**config.mk**
```make
export PLATFORM = sky130hd
export DESIGN_NAME = unified_mem_arbiter
export DESIGN_NICKNAME = d
export VERILOG_FILES = /design/src/rtl/unified_mem_arbiter.sv
export SDC_FILE = /design/constraint.sdc
export NUM_CORES = 1
export LEC_CHECK = 0
export ABC_CLOCK_PERIOD_IN_PS = 2300
export BUFFER_PORTS_ARGS = -buffer_cell sky130_fd_sc_hd__buf_2
export CAP_MARGIN = 40
export CORE_UTILIZATION = 49
export CTS_CLUSTER_SIZE = 10
export DETAILED_ROUTE_END_ITERATION = 16
export MAX_ROUTING_LAYER = met4
export PLACE_DENSITY_LB_ADDON = 0.05
export SLEW_MARGIN = 0
export SYNTH_ARGS = -nofsm -noshare
export SYNTH_HDL_FRONTEND = slang
export SYNTH_SLANG_ARGS = --single-unit
```
**constraint.sdc**
```tcl
create_clock -name clk -period 2.3 [get_ports clk]
set_input_delay 0.46 -clock clk [delete_from_list [all_inputs] [get_ports clk]]
set_output_delay 0.46 -clock clk [all_outputs]
set_load 0.005 [all_outputs]
```
**src/rtl/unified_mem_arbiter.sv**
```systemverilog
// unified_mem_arbiter
// Shares one single-port memory between the instruction-fetch port and the
// load/store port. One access is in flight at a time; ties are broken
// round-robin, the core is stalled while a request is outstanding, and a
// watchdog aborts accesses the memory never acknowledges.
module unified_mem_arbiter #(
  parameter int            AW       = 32,
  parameter int            DW       = 32,
  parameter int            TIMEOUT  = 255,
  parameter logic [DW-1:0] ERR_DATA = 32'hDEADBEEF
) (
  input  logic          clk,
  input  logic          reset,
  input  logic          i_req,
  input  logic [AW-1:0] i_addr,
  output logic [DW-1:0] i_rdata,
  output logic          i_ready,
  input  logic          d_req,
  input  logic          d_we,
  input  logic [AW-1:0] d_addr,
  input  logic [DW-1:0] d_wdata,
  output logic [DW-1:0] d_rdata,
  output logic          d_ready,
  output logic          m_valid,
  output logic          m_we,
  output logic [AW-1:0] m_addr,
  output logic [DW-1:0] m_wdata,
  input  logic [DW-1:0] m_rdata,
  input  logic          m_ack,
  output logic          stall,
  output logic          err
);

  typedef enum logic [1:0] {
    IDLE = 2'd0,
    BUSY = 2'd1,
    RESP = 2'd2
  } state_t;

  // The watchdog counter only has to reach TIMEOUT-1.
  localparam int            CW      = (TIMEOUT > 1) ? $clog2(TIMEOUT) : 1;
  localparam logic [CW-1:0] TO_LAST = CW'((TIMEOUT > 0) ? TIMEOUT - 1 : 0);
  localparam bit            WD_EN   = (TIMEOUT != 0);

  state_t        r_state;
  state_t        w_nextState;
  logic [CW-1:0] r_count;
  logic          r_ownerData;
  logic          r_lastData;
  logic          r_mValid;
  logic          r_mWe;
  logic [AW-1:0] r_mAddr;
  logic [DW-1:0] r_mWdata;
  logic [DW-1:0] r_iRdata;
  logic [DW-1:0] r_dRdata;
  logic          r_err;
  logic          w_grant;
  logic          w_grantData;
  logic          w_ack;
  logic          w_abort;

  // State register; reset drops any in-flight access.
  always_ff @(posedge clk or negedge reset) begin
    if (!reset) r_state <= IDLE;
    else        r_state <= w_nextState;
  end

  // Next state plus grant / completion / abort decisions for this cycle.
  always_comb begin
    w_nextState = r_state;
    w_grant     = 1'b0;
    w_grantData = 1'b0;
    w_ack       = 1'b0;
    w_abort     = 1'b0;
    case (r_state)
      IDLE: begin
        if (i_req || d_req) begin
          w_grant     = 1'b1;
          w_grantData = d_req && (!i_req || !r_lastData);
          w_nextState = BUSY;
        end
      end
      BUSY: begin
        if (m_ack) begin
          w_ack       = 1'b1;
          w_nextState = RESP;
        end else if (WD_EN && (r_count == TO_LAST)) begin
          w_abort     = 1'b1;
          w_nextState = RESP;
        end
      end
      RESP:    w_nextState = IDLE;
      default: w_nextState = IDLE;
    endcase
  end

  // Memory command registers, owner and round-robin history.
  always_ff @(posedge clk or negedge reset) begin
    if (!reset) begin
      r_mValid    <= 1'b0;
      r_mWe       <= 1'b0;
      r_mAddr     <= '0;
      r_mWdata    <= '0;
      r_ownerData <= 1'b0;
      r_lastData  <= 1'b0;
    end else if (w_grant) begin
      r_mValid    <= 1'b1;
      r_mWe       <= w_grantData & d_we;
      r_mAddr     <= w_grantData ? d_addr : i_addr;
      r_mWdata    <= w_grantData ? d_wdata : '0;
      r_ownerData <= w_grantData;
      r_lastData  <= w_grantData;
    end else if (w_ack || w_abort) begin
      r_mValid <= 1'b0;
      r_mWe    <= 1'b0;
    end
  end

  // Return-data registers: memory data on ack, ERR_DATA on abort, else hold.
  always_ff @(posedge clk or negedge reset) begin
    if (!reset) begin
      r_iRdata <= '0;
      r_dRdata <= '0;
    end else if (w_ack || w_abort) begin
      if (r_ownerData) r_dRdata <= w_ack ? m_rdata : ERR_DATA;
      else             r_iRdata <= w_ack ? m_rdata : ERR_DATA;
    end
  end

  // Watchdog counter runs only while an access stays in BUSY.
  always_ff @(posedge clk or negedge reset) begin
    if (!reset) begin
      r_count <= '0;
    end else if ((r_state == BUSY) && (w_nextState == BUSY)) begin
      r_count <= r_count + CW'(1);
    end else begin
      r_count <= '0;
    end
  end

  // Sticky timeout flag, cleared only by reset.
  always_ff @(posedge clk or negedge reset) begin
    if (!reset)       r_err <= 1'b0;
    else if (w_abort) r_err <= 1'b1;
  end

  assign m_valid = r_mValid;
  assign m_we    = r_mWe;
  assign m_addr  = r_mAddr;
  assign m_wdata = r_mWdata;
  assign i_rdata = r_iRdata;
  assign d_rdata = r_dRdata;
  assign err     = r_err;
  assign i_ready = (r_state == RESP) && !r_ownerData;
  assign d_ready = (r_state == RESP) && r_ownerData;
  assign stall   = (i_req && !i_ready) || (d_req && !d_ready);

endmodule
```
# Yosys cells after proc, flatten, opt, wreduce, memory -nomap -nowiden
# Cells that the tools add are included.
[classes]
eq_ne = 4
mux = 20
bitwise = 2
add_sub_neg = 1
n_reduce_logical = 18
[op_table]
columns = ["cell", "count"]
rows = [
  ["$mux 32", 3],
  ["$mux 1", 12],
  ["$add 8x1->8 const B", 1],
  ["$eq 8x8->1 const B", 1],
  ["$mux 8", 1],
  ["$logic_and 1x1->1", 6],
  ["$mux 2", 3],
  ["$eq 2x1->1 const B", 2],
  ["$logic_not 1->1", 4],
  ["$logic_or 1x1->1", 4],
  ["$pmux 2 s2", 1],
  ["$reduce_and 2->1", 2],
  ["$eq 2x2->1 const B", 1],
  ["$logic_not 2->1", 1],
  ["$reduce_bool 2->1", 1],
  ["$and 1x1->1", 1],
  ["$not 1->1", 1],
]
[totals]
output_inout_bits = 134
elab_cells = 55
reg_bits = 142
inputBits = 134

# Longest topological paths before layout
# Gate-level depths: netlist of the first run.
[depth]
depth_word = 7
mapped_depth = 7
ltp_nobuf = 5

# Worst setup path before layout of the first run
# Ideal clock, no wire load.
[synth_path]
kind = "reg2reg"
startpoint = "register r_count[0]"
endpoint = "register r_iRdata[18] (netlist: i_rdata[18])"
arrival_ps = 1561
path_stages_with_launch = 8
synth_period_minus_slack_ps = 1693
setup_ps = 133
t_required_ps = 2167
path_slack_ps = 607
n_path_buf = 2
path_cell_list = "dfrtp_1 inv_1 ha_1 nand4_1 o21a_1 clkbuf_1 buf_1 a21oi_1"
[synth_via]
elab_chain_cells = 6
[synth_lines]
columns = ["element", "line", "rtl"]
rows = [
  ["start: declaration", "47", "logic [CW-1:0] r_count;"],
  ["start signal: assignment", "135", "r_count <= r_count + CW'(1);"],
  ["$eq 8x8->1", "87", "end else if (WD_EN && (r_count == TO_LAST)) begin"],
  ["$mux 1", "87", ""],
  ["$mux 1", "84", "if (m_ack) begin"],
  ["$mux 1", "75", "case (r_state)"],
  ["$logic_or 1x1->1", "124", "end else if (w_ack || w_abort) begin"],
  ["$reduce_and 2->1 (no line)", "n/a", ""],
  ["end signal: assignment", "126", "else r_iRdata <= w_ack ? m_rdata : ERR_DATA;"],
  ["end: declaration", "54", "logic [DW-1:0] r_iRdata;"],
]
# No other way between the ends.
# A chain may end at the register's enable or synchronous reset.

# Final worst setup path of the first run
[layout_path]
startpoint = "register r_state[1]"
endpoint = "output port stall"
[layout_via]
elab_chain_cells = 5
elab_cells_between_ends = 8
classes_between = "eq/ne (1); reduce/logical (7)"
[layout_lines]
columns = ["element", "line", "rtl"]
rows = [
  ["start: declaration", "45", "state_t r_state;"],
  ["start signal: assignment", "65", "else r_state <= w_nextState;"],
  ["$eq 2x2->1 *", "154, 155", ""],
  ["$logic_and 1x1->1 (on tied branches)", "154, 155", ""],
  ["$logic_not 1->1", "156", "assign stall = (i_req && !i_ready) || (d_req && !d_ready);"],
  ["$logic_and 1x1->1", "156", ""],
  ["$logic_or 1x1->1 *", "156", ""],
  ["end: declaration", "30", "output logic stall,"],
]
# Every way passes the cells marked *; elsewhere a longest branch is shown, timed or not.

==> results_dict.tcl, run 1 <==
set metrics [dict create \
    stdcell_area_mm2 0.00870 \
    setup-tns-final_ns 0 \
    clkSlewWorstSetupHoldPaths_ns 0.06 \
    p_leak_nw 4.34 \
    grt_max_degree 68 \
    drv_slew 0 \
    status "finished, final reports clean" \
    grt_setup_unrepaired "no" \
    fmax_ghz 0.504 \
    grt_usage 0.274 \
    cts_resized 0 \
    path_class "reg -> out" \
    postCtsSetupBuffers 0 \
    gp_congestion 0.805 \
    yosys-top-cells-count "dfrtp_1 (142), inv_1 (85), a21oi_1 (50)" \
    io_buffers 267 \
    start_kind "register" \
    synthesis.nets 752 \
    initial_utilization 0.511 \
    yosysUniqueCellTypes 41 \
    synth-edff-count 0 \
    num_vias 5674 \
    finalCriticalPeriod_ns 1.99 \
    grt_overflow 0 \
    tritoncts "done" \
    wl_per_cell_um 16.6 \
    cp.required_ns 1.84 \
    synth_area_per_cell_um2 10.7 \
    drtIter0Drc 346 \
    wirelength_um 17600 \
    dp_cells 1028 \
    root_buffer "clkbuf_16" \
    setup_viol 0 \
    hold_viol 0 \
    period_share 0.863 \
    cp-end-kind "output pin" \
    syn_to_final_growth_pct 32.2 \
    route.detailed.drc 0 \
    ys_dominant_reg_cell "dfrtp_1" \
    synth_top_cell_by_area "dfrtp_1" \
    dp_hpwl_um 12400 \
    fp.dieH_um 118 \
    final_cells 1061 \
    netlist_area_mm2 0.00659 \
    synth-async-reset-ratio 1.00 \
    syn_inst 616 \
    cts.sinks 142 \
    diodes 0 \
    h-tree-depth 4 \
    drt_first_pass_iters 5 \
    arrival_ns 1.53 \
    clockBufferDepth 2 \
    hp-class "in -> reg" \
    layout-drive-gt1-share 0.386 \
    ys_warn_count 0 \
    die_x_um 118 \
    grt_pass1_vias 5745 \
    worstMarginPinSlew_ns 0.788 \
    synth_area_leaders "dfrtp_1 (54%), mux2i_1 (7.0%), inv_1 (4.8%)" \
    yosysSeqAreaShare 0.540 \
    core-area_mm2 0.0129 \
    num_rows 41 \
    placed_area_mm2 0.00810 \
    peakVddDrop_mv 0.587 \
    viasPerCell 5.35 \
    clock_latency_ns 0.42 \
    crit_fanout 8 \
    ys_seq_elements 142 \
    ios 268 \
    cts_made_buffers 17 \
    maxCapViolations 0 \
    drtAntennaViolNets 0 \
    synth_top_area_frac 0.540 \
    grt_antenna_before_repair 0 \
    p_per_area_mw_per_mm2 1290 \
    yosysMostFrequentCell "dfrtp_1" \
    finClkSkew_ns 0.00821 \
    grt_pass1_wl_um 29300 \
    nNetsFinal 1012 \
    die-area_mm2 0.0139 \
    slew_headroom 0.475 \
]
## routing by layer
layer / global-route usage / wire (µm) / vias to the layer above
li1: - / - / 2681
met1: 0.342 / 7430 / 2755
met2: 0.455 / 9040 / 223
met3: 0.0484 / 939 / 15
met4: 0.0801 / 206 / 0
met5: - / 0 / -
## kinds of logic (layout without fill, tap and decap cells)
group,count (synthesis),in the layout,synth area share
flops,142,142,0.540
compound gates,180,180,0.187
fa+ha+maj,2,2,0.00380
buf+inv,132,405,0.0870
mux,62,62,0.0973
simple gates,95,95,0.0809
xor+xnor,3,3,0.00399
## cells in the final DEF (no fill, tap or decap), drive strengths merged
| master | netlist | final |
|---|---|---|
| buf | 26 | 287 |
| dfrtp | 142 | 142 |
| inv | 85 | 85 |
| a21oi | 50 | 50 |
| mux2i | 46 | 46 |
| nand3 | 36 | 36 |
| o21ai | 34 | 34 |
| o311ai | 33 | 33 |
| a22o | 32 | 32 |
| nand2b | 25 | 25 |
| clkbuf | 21 | 19 |
| a21o | 18 | 18 |
| mux2 | 16 | 16 |
| nor2 | 9 | 9 |
| and2 | 9 | 9 |
| clkinv | 0 | 8 |
| nand2 | 5 | 5 |
| o211ai | 4 | 4 |
| bufinv | 0 | 3 |
| nor3b | 3 | 3 |
| nand4 | 2 | 2 |
| xor2 | 2 | 2 |
| o32ai | 2 | 2 |
| ha | 2 | 2 |
| clkinvlp | 0 | 2 |
| or2 | 2 | 2 |
| and3b | 2 | 2 |
| o21a | 1 | 1 |
| nand3b | 1 | 1 |
| a32oi | 1 | 1 |
| o221a | 1 | 1 |
| xnor2 | 1 | 1 |
| o22ai | 1 | 1 |
| o31ai | 1 | 1 |
| or4 | 1 | 1 |
| a21boi | 1 | 1 |
| a211oi | 1 | 1 |
| dlygate4sd3 | 0 | 1 |
## worst max-delay path, cell delays in order (launching register included)
cell and delay [ns]:
dfrtp_1 0.53, nor3b_1 0.32, o22ai_1 0.12, buf_2 0.14
## what timing repair did
action,4_1_cts,5_1_grt
endpoints found under the hold margin,39,0
hold buffers,1,0
endpoints found under the setup margin,0,0
## through the flow
| step | setup WS, ns | power, mW | util | hold slack [ns] |
|---|---|---|---|---|
| detailed placement | 0.485 | 8.49 | 0.629 | 0.403 |
| global placement | 0.506 | 8.29 | 0.629 | 0.399 |
| global route | 0.245 | 11.9 | 0.676 | 0.241 |
| CTS | 0.296 | 11.3 | 0.676 | 0.239 |
| finish | 0.314 | 11.2 | 0.676 | 0.253 |
| floorplan | 0.607 | 6.72 | - | 0.164 |
## final cells by class
type                    instances  area, µm²
flip-flops and latches        142       3550
multi-input cells             342       2480
repair buffers                288       1540
clock inverters                13        145
clock buffers                  19        453
inverters                      85        319
well taps                     172        215
fillers                      1046       4170
## registers in the layout, summed over array words and instances, names as in the netlist
name and count:
d_rdata 32, i_rdata 32, m_addr 32, m_wdata 32, r_count 8, r_state 2, err 1, m_valid 1
m_we 1, r_lastData 1
## worst paths after layout
path / from / to / slack [ns] / cells after the start
max: r_state[1] / stall / 0.31 / 3
min: d_wdata[24] / m_wdata[24] / 0.25 / 2
max reg2reg: r_state[1] / m_addr[6] / 0.50 / 3
min reg2reg: err / err / 0.46 / 1
max in group asynchronous: reset / d_rdata[3] / 1.01 / 3
min in group asynchronous: reset / d_rdata[23] / 0.52 / 2
## power by group
| part | switching, mW | total, mW | internal, mW |
|---|---|---|---|
| clock network | 1.02 | 2.77 | 1.74 |
| registers | 0.697 | 4.19 | 3.50 |
| logic | 2.14 | 4.23 | 2.09 |
Note: power is estimated with default switching activity, not from simulation.
==> inputs of run 2 (changes only) <==
CORE_ASPECT_RATIO = 1.2   (was default)
GPL_ROUTABILITY_DRIVEN = 0   (was default)
==> run 2 against run 1 <==
Net effect: maximum frequency is 2.8% higher; final cell count is 0.47% lower; register-to-register slack hardly changed; largest cell class unchanged.
==> results_dict.tcl, run 2 (synthesis results as in run 1) <==
set metrics [dict create \
    peakVddDrop_mv 0.788 \
    cts_resized 0 \
    layout-drive-gt1-share 0.385 \
    fillers 1073 \
    whs_ns 0.00438 \
    dp_cells 1022 \
    maxCapViolations 0 \
    tritoncts "done" \
    clockBufferDepth 2 \
    initial_utilization 0.500 \
    clock_latency_ns 0.42 \
    crit_fanout 8 \
    grt_antenna_before_repair 2 \
    utilization 0.661 \
    ios 268 \
    syn_to_final_growth_pct 32.4 \
    path_class "reg -> out" \
    viasPerCell 5.45 \
    final_common_cell "buf_2" \
    cts.sinks 142 \
    r2r_end "m_addr[28]" \
    finalCriticalPeriod_ns 1.93 \
    grt_setup_unrepaired "no" \
    grt_pass1_vias 5600 \
    grt_pass1_wl_um 27700 \
    route.detailed.drc 0 \
    h-tree-depth 4 \
    num_rows 46 \
    clkSlewWorstSetupHoldPaths_ns 0.06 \
    postCtsSetupBuffers 0 \
    cts_made_buffers 17 \
    core-area_mm2 0.0132 \
    grt_overflow 0 \
    hp-class "in -> async" \
    wl_per_cell_um 16.8 \
    die_x_um 108 \
    start_kind "register" \
    highest_layer "met4" \
    slew_headroom 0.477 \
    drtAntennaViolNets 0 \
    num_vias 5753 \
    fp.dieH_um 129 \
    cp-end-kind "output pin" \
    io_buffers 267 \
    p_per_area_mw_per_mm2 1290 \
    dr_wl_met3_um 1320 \
    period_share 0.840 \
    post-place-ws_ns 0.474 \
    cp.required_ns 1.84 \
    worstMarginPinSlew_ns 0.785 \
    reg2reg_depth 3 \
    fmax_ghz 0.518 \
    wl_met2_um 9000 \
    drtIter0Drc 325 \
    wl_met1_um 7040 \
    startpoint "r_state[1]" \
    regToRegStartpoint "r_state[1]" \
    hold_viol 0 \
    cts-hold-fix-buffers 0 \
    drv_slew 0 \
    drt_first_pass_iters 5 \
    layout_setup_ws_ns 0.369 \
    grt_max_degree 68 \
    setup_viol 0 \
    finClkSkew_ns 0.00873 \
    root_buffer "clkbuf_16" \
    die-area_mm2 0.0139 \
    final_cells 1056 \
    reg2reg_slack_ns 0.49 \
    status "finished, final reports clean" \
    crit_end "stall" \
    final_cell_mix "buf_2 (266), dfrtp_1 (142), inv_1 (85)" \
    wirelength_um 17800 \
    nNetsFinal 1009 \
    arrival_ns 1.47 \
    grt_usage 0.266 \
    setup-tns-final_ns 0 \
    p_leak_nw 4.34 \
    dp_hpwl_um 12200 \
]
==> run 2: metal layers <==
layer | track usage | up-vias
met4 | 0.107 | 0
met1 | 0.318 | 2791
met5 | - | -
met3 | 0.0724 | 32
li1 | - | 2677
met2 | 0.426 | 253
==> run 2: how the worst min path moves through the flow <==
stage | endpoint | slack (ns) | depth (start not counted)
floorplan | d_rdata[0] | 0.16 | 0
global placement | err | 0.44 | 1
detailed placement | i_rdata[23] | 0.47 | 1
CTS | i_rdata[23] | 0.02 | 1
global route | i_rdata[23] | 0.03 | 1
finish | i_rdata[23] | 0.004 | 1
==> run 2: area by class of cell <==
cell class	instances	area, µm²	share of cell area
clock buffer	17	425	0.0488
multi-input combinational	342	2480	0.284
inverter	85	319	0.0366
timing repair buffer	285	1540	0.177
tap	168	210	0.0241
antenna	2	5.00	0.000574
sequential	142	3550	0.408
clock inverter	15	185	0.0212
==> run 2: metrics by stage <==
step / area, µm² / total power, mW
after global routing: 8720 / 12.0
after CTS: 8710 / 11.4
after global placement: 8100 / 8.29
final: 8720 / 11.3
after detailed placement: 8100 / 8.49
after floorplan: 6590 / 6.72
==> run 2: critical path, stage by stage, from the launching register on <==
cell     delay, ns
dfrtp_1       0.53
nor3b_1       0.28
o22ai_1       0.11
buf_2         0.14
==> run 2: report_power, final <==
part | switching [mW] | leakage [nW] | internal, mW
sequential | 0.667 | 1.78 | 3.50
combinational | 2.18 | 2.26 | 2.10
clock | 1.11 | 0.300 | 1.72
total | 3.95 | 4.34 | 7.32
==> inputs of run 3 (changes only) <==
ABC_CLOCK_PERIOD_IN_PS = 1850   (was 2300)
clock period = 1.85 ns   (was 2.3 ns; I/O delays follow)
==> run 3 against run 2 <==
Net effect: wire length shrank 2.8%; first-iteration DRC count is 19% lower; setup slack got worse by 0.35 ns; total power rose by 24%; critical path depth is 1 higher; register-to-register slack lost 0.48 ns; via count decreased by 2.5%; largest power group unchanged.
==> results_dict.tcl, run 3 (synthesis results as in run 1) <==
set metrics [dict create \
    internal_power_mw 9.20 \
    cp.required_ns 2.14 \
    fmax_ghz 0.545 \
    grt_pass1_vias 5530 \
    grt_max_degree 68 \
    drt_first_pass_iters 6 \
    p_leak_nw 4.38 \
    io_buffers 267 \
    crit_chain "buf_4 > or2_1 > or2_4 > o311ai_1" \
    start_kind "register" \
    clockBufferDepth 2 \
    num_rows 46 \
    whs_ns 0.178 \
    core-area_mm2 0.0132 \
    p_sw_frac 0.344 \
    nNetsFinal 1017 \
    sequentialPowerShare 0.369 \
    clkSlewWorstSetupHoldPaths_ns 0.06 \
    tritoncts "done" \
    post-place-ws_ns 0.0700 \
    layout-drive-gt1-share 0.396 \
    num_vias 5612 \
    syn_to_final_growth_pct 33.8 \
    viasPerCell 5.28 \
    hold_viol 0 \
    setup_viol 0 \
    drtIter0Drc 263 \
    power.switching_mw 4.83 \
    finalCriticalPeriod_ns 1.84 \
    cp-end-kind "register" \
    combPwrFrac 0.388 \
    fillers 1104 \
    setup-tns-final_ns 0 \
    wl_per_cell_um 16.3 \
    cts.sinks 142 \
    grt_overflow 0 \
    root_buffer "clkbuf_16" \
    arrival_ns 2.13 \
    slew_headroom 0.469 \
    grt_pass1_wl_um 27100 \
    ios 268 \
    worstMarginPinSlew_ns 0.796 \
    stdcell_area_mm2 0.00881 \
    slowest_delay_ns 0.51 \
    clock_latency_ns 0.40 \
    clockPowerShare 0.243 \
    dp_hpwl_um 12000 \
    ff_latch_area_mm2 0.00356 \
    cts_made_buffers 17 \
    fp.dieH_um 129 \
    status "finished, final reports clean" \
    initial_utilization 0.500 \
    p_per_area_mw_per_mm2 1590 \
    die_x_um 108 \
    h-tree-depth 4 \
    layout_setup_ws_ns 0.0138 \
    multiInputGateArea_mm2 0.00250 \
    final_common_cell "buf_2" \
    final_cell_mix "buf_2 (266), dfrtp_1 (139), inv_1 (85)" \
    hp-class "in -> reg" \
    route.detailed.drc 0 \
    worst-path-buf-inv 1 \
    crit_fanout 67 \
    grt_usage 0.259 \
    path_class "reg -> reg" \
    placed_area_mm2 0.00812 \
    die-area_mm2 0.0139 \
    drtAntennaViolNets 0 \
    peakVddDrop_mv 0.715 \
    final_cells 1062 \
    maxCapViolations 0 \
    dp_cells 1025 \
    wirelength_um 17300 \
    drv_slew 0 \
    critPathSlowestCell "or2_4" \
    finClkSkew_ns 0.00786 \
    grt_setup_unrepaired "yes" \
    period_share 0.993 \
    grt_antenna_before_repair 1 \
    critPathTopFamily "simple AND/OR/NAND/NOR gates" \
]
run 3: cell count changes in the layout (fill, tap and decap cells not counted), moves of 2 or more:
cell,before,now
buf_4,13,19
dfrtp_1,142,139
dfrtp_2,0,3
inv_6,4,2
o311ai_1,32,30
o311ai_2,0,2
run 3: metal layers:
layer | track usage | vias up | part of all wire | routed length [µm]
li1 | - | 2690 | - | -
met2 | 0.422 | 214 | 0.50 | 8690
met5 | - | - | 0 | 0
met3 | 0.0628 | 8 | 0.065 | 1110
met4 | 0.0725 | 0 | 0.0085 | 146
met1 | 0.322 | 2700 | 0.42 | 7320
run 3: power groups by stage:
| stage | Sequential, mW | Clock, mW | Combinational (mW) |
|---|---|---|---|
| global route | 5.35 | 3.66 | 6.00 |
| CTS | 5.18 | 3.50 | 5.38 |
| floorplan | 5.20 | 0 | 3.16 |
| global placement | 5.15 | 0 | 5.19 |
| detailed placement | 5.19 | 0 | 5.36 |
| finish | 5.18 | 3.41 | 5.44 |
run 3: per-stage QoR:
step | power [mW] | util
5_1_grt | 15.0 | 0.668
4_1_cts | 14.1 | 0.664
6_report | 14.0 | 0.668
3_5_place_dp | 10.5 | 0.616
3_3_place_gp | 10.3 | 0.616
2_1_floorplan | 8.36 | -
run 3: what timing repair did:
item / in CTS / in global routing
pin swaps: 0 / 2
hold buffers: 1 / 0
gates resized for setup: 4 / 3
gates cloned: 0 / 1
setup endpoints to repair: 2 / 29
setup buffers: 2 / 1
endpoints found under the hold margin: 38 / 0
run 3: final timing paths:
path,endpoint,cells past startpoint,from,slack [ns]
max,m_addr[5],4,r_state[1],0.01
min,m_wdata[2],2,d_wdata[2],0.18
max reg2reg,m_addr[5],4,r_state[1],0.01
min reg2reg,err,1,err,0.47
max in group asynchronous,d_rdata[12],3,reset,0.79
min in group asynchronous,d_rdata[23],2,reset,0.44
run 3: worst register-to-register path, cell delays in order (launching register included):
cell,delay (ns)
dfrtp_2,0.40
buf_4,0.15
or2_1,0.25
or2_4,0.51
o311ai_1,0.42
run 3: cell type report:
| type | count | share of cell area |
|---|---|---|
| sequential | 142 | 0.404 |
| multi-input combinational | 342 | 0.284 |
| timing repair buffer | 293 | 0.184 |
| clock buffer | 17 | 0.0483 |
| inverter | 85 | 0.0362 |
| tap | 168 | 0.0239 |
| clock inverter | 14 | 0.0192 |
| antenna | 1 | 0.000284 |
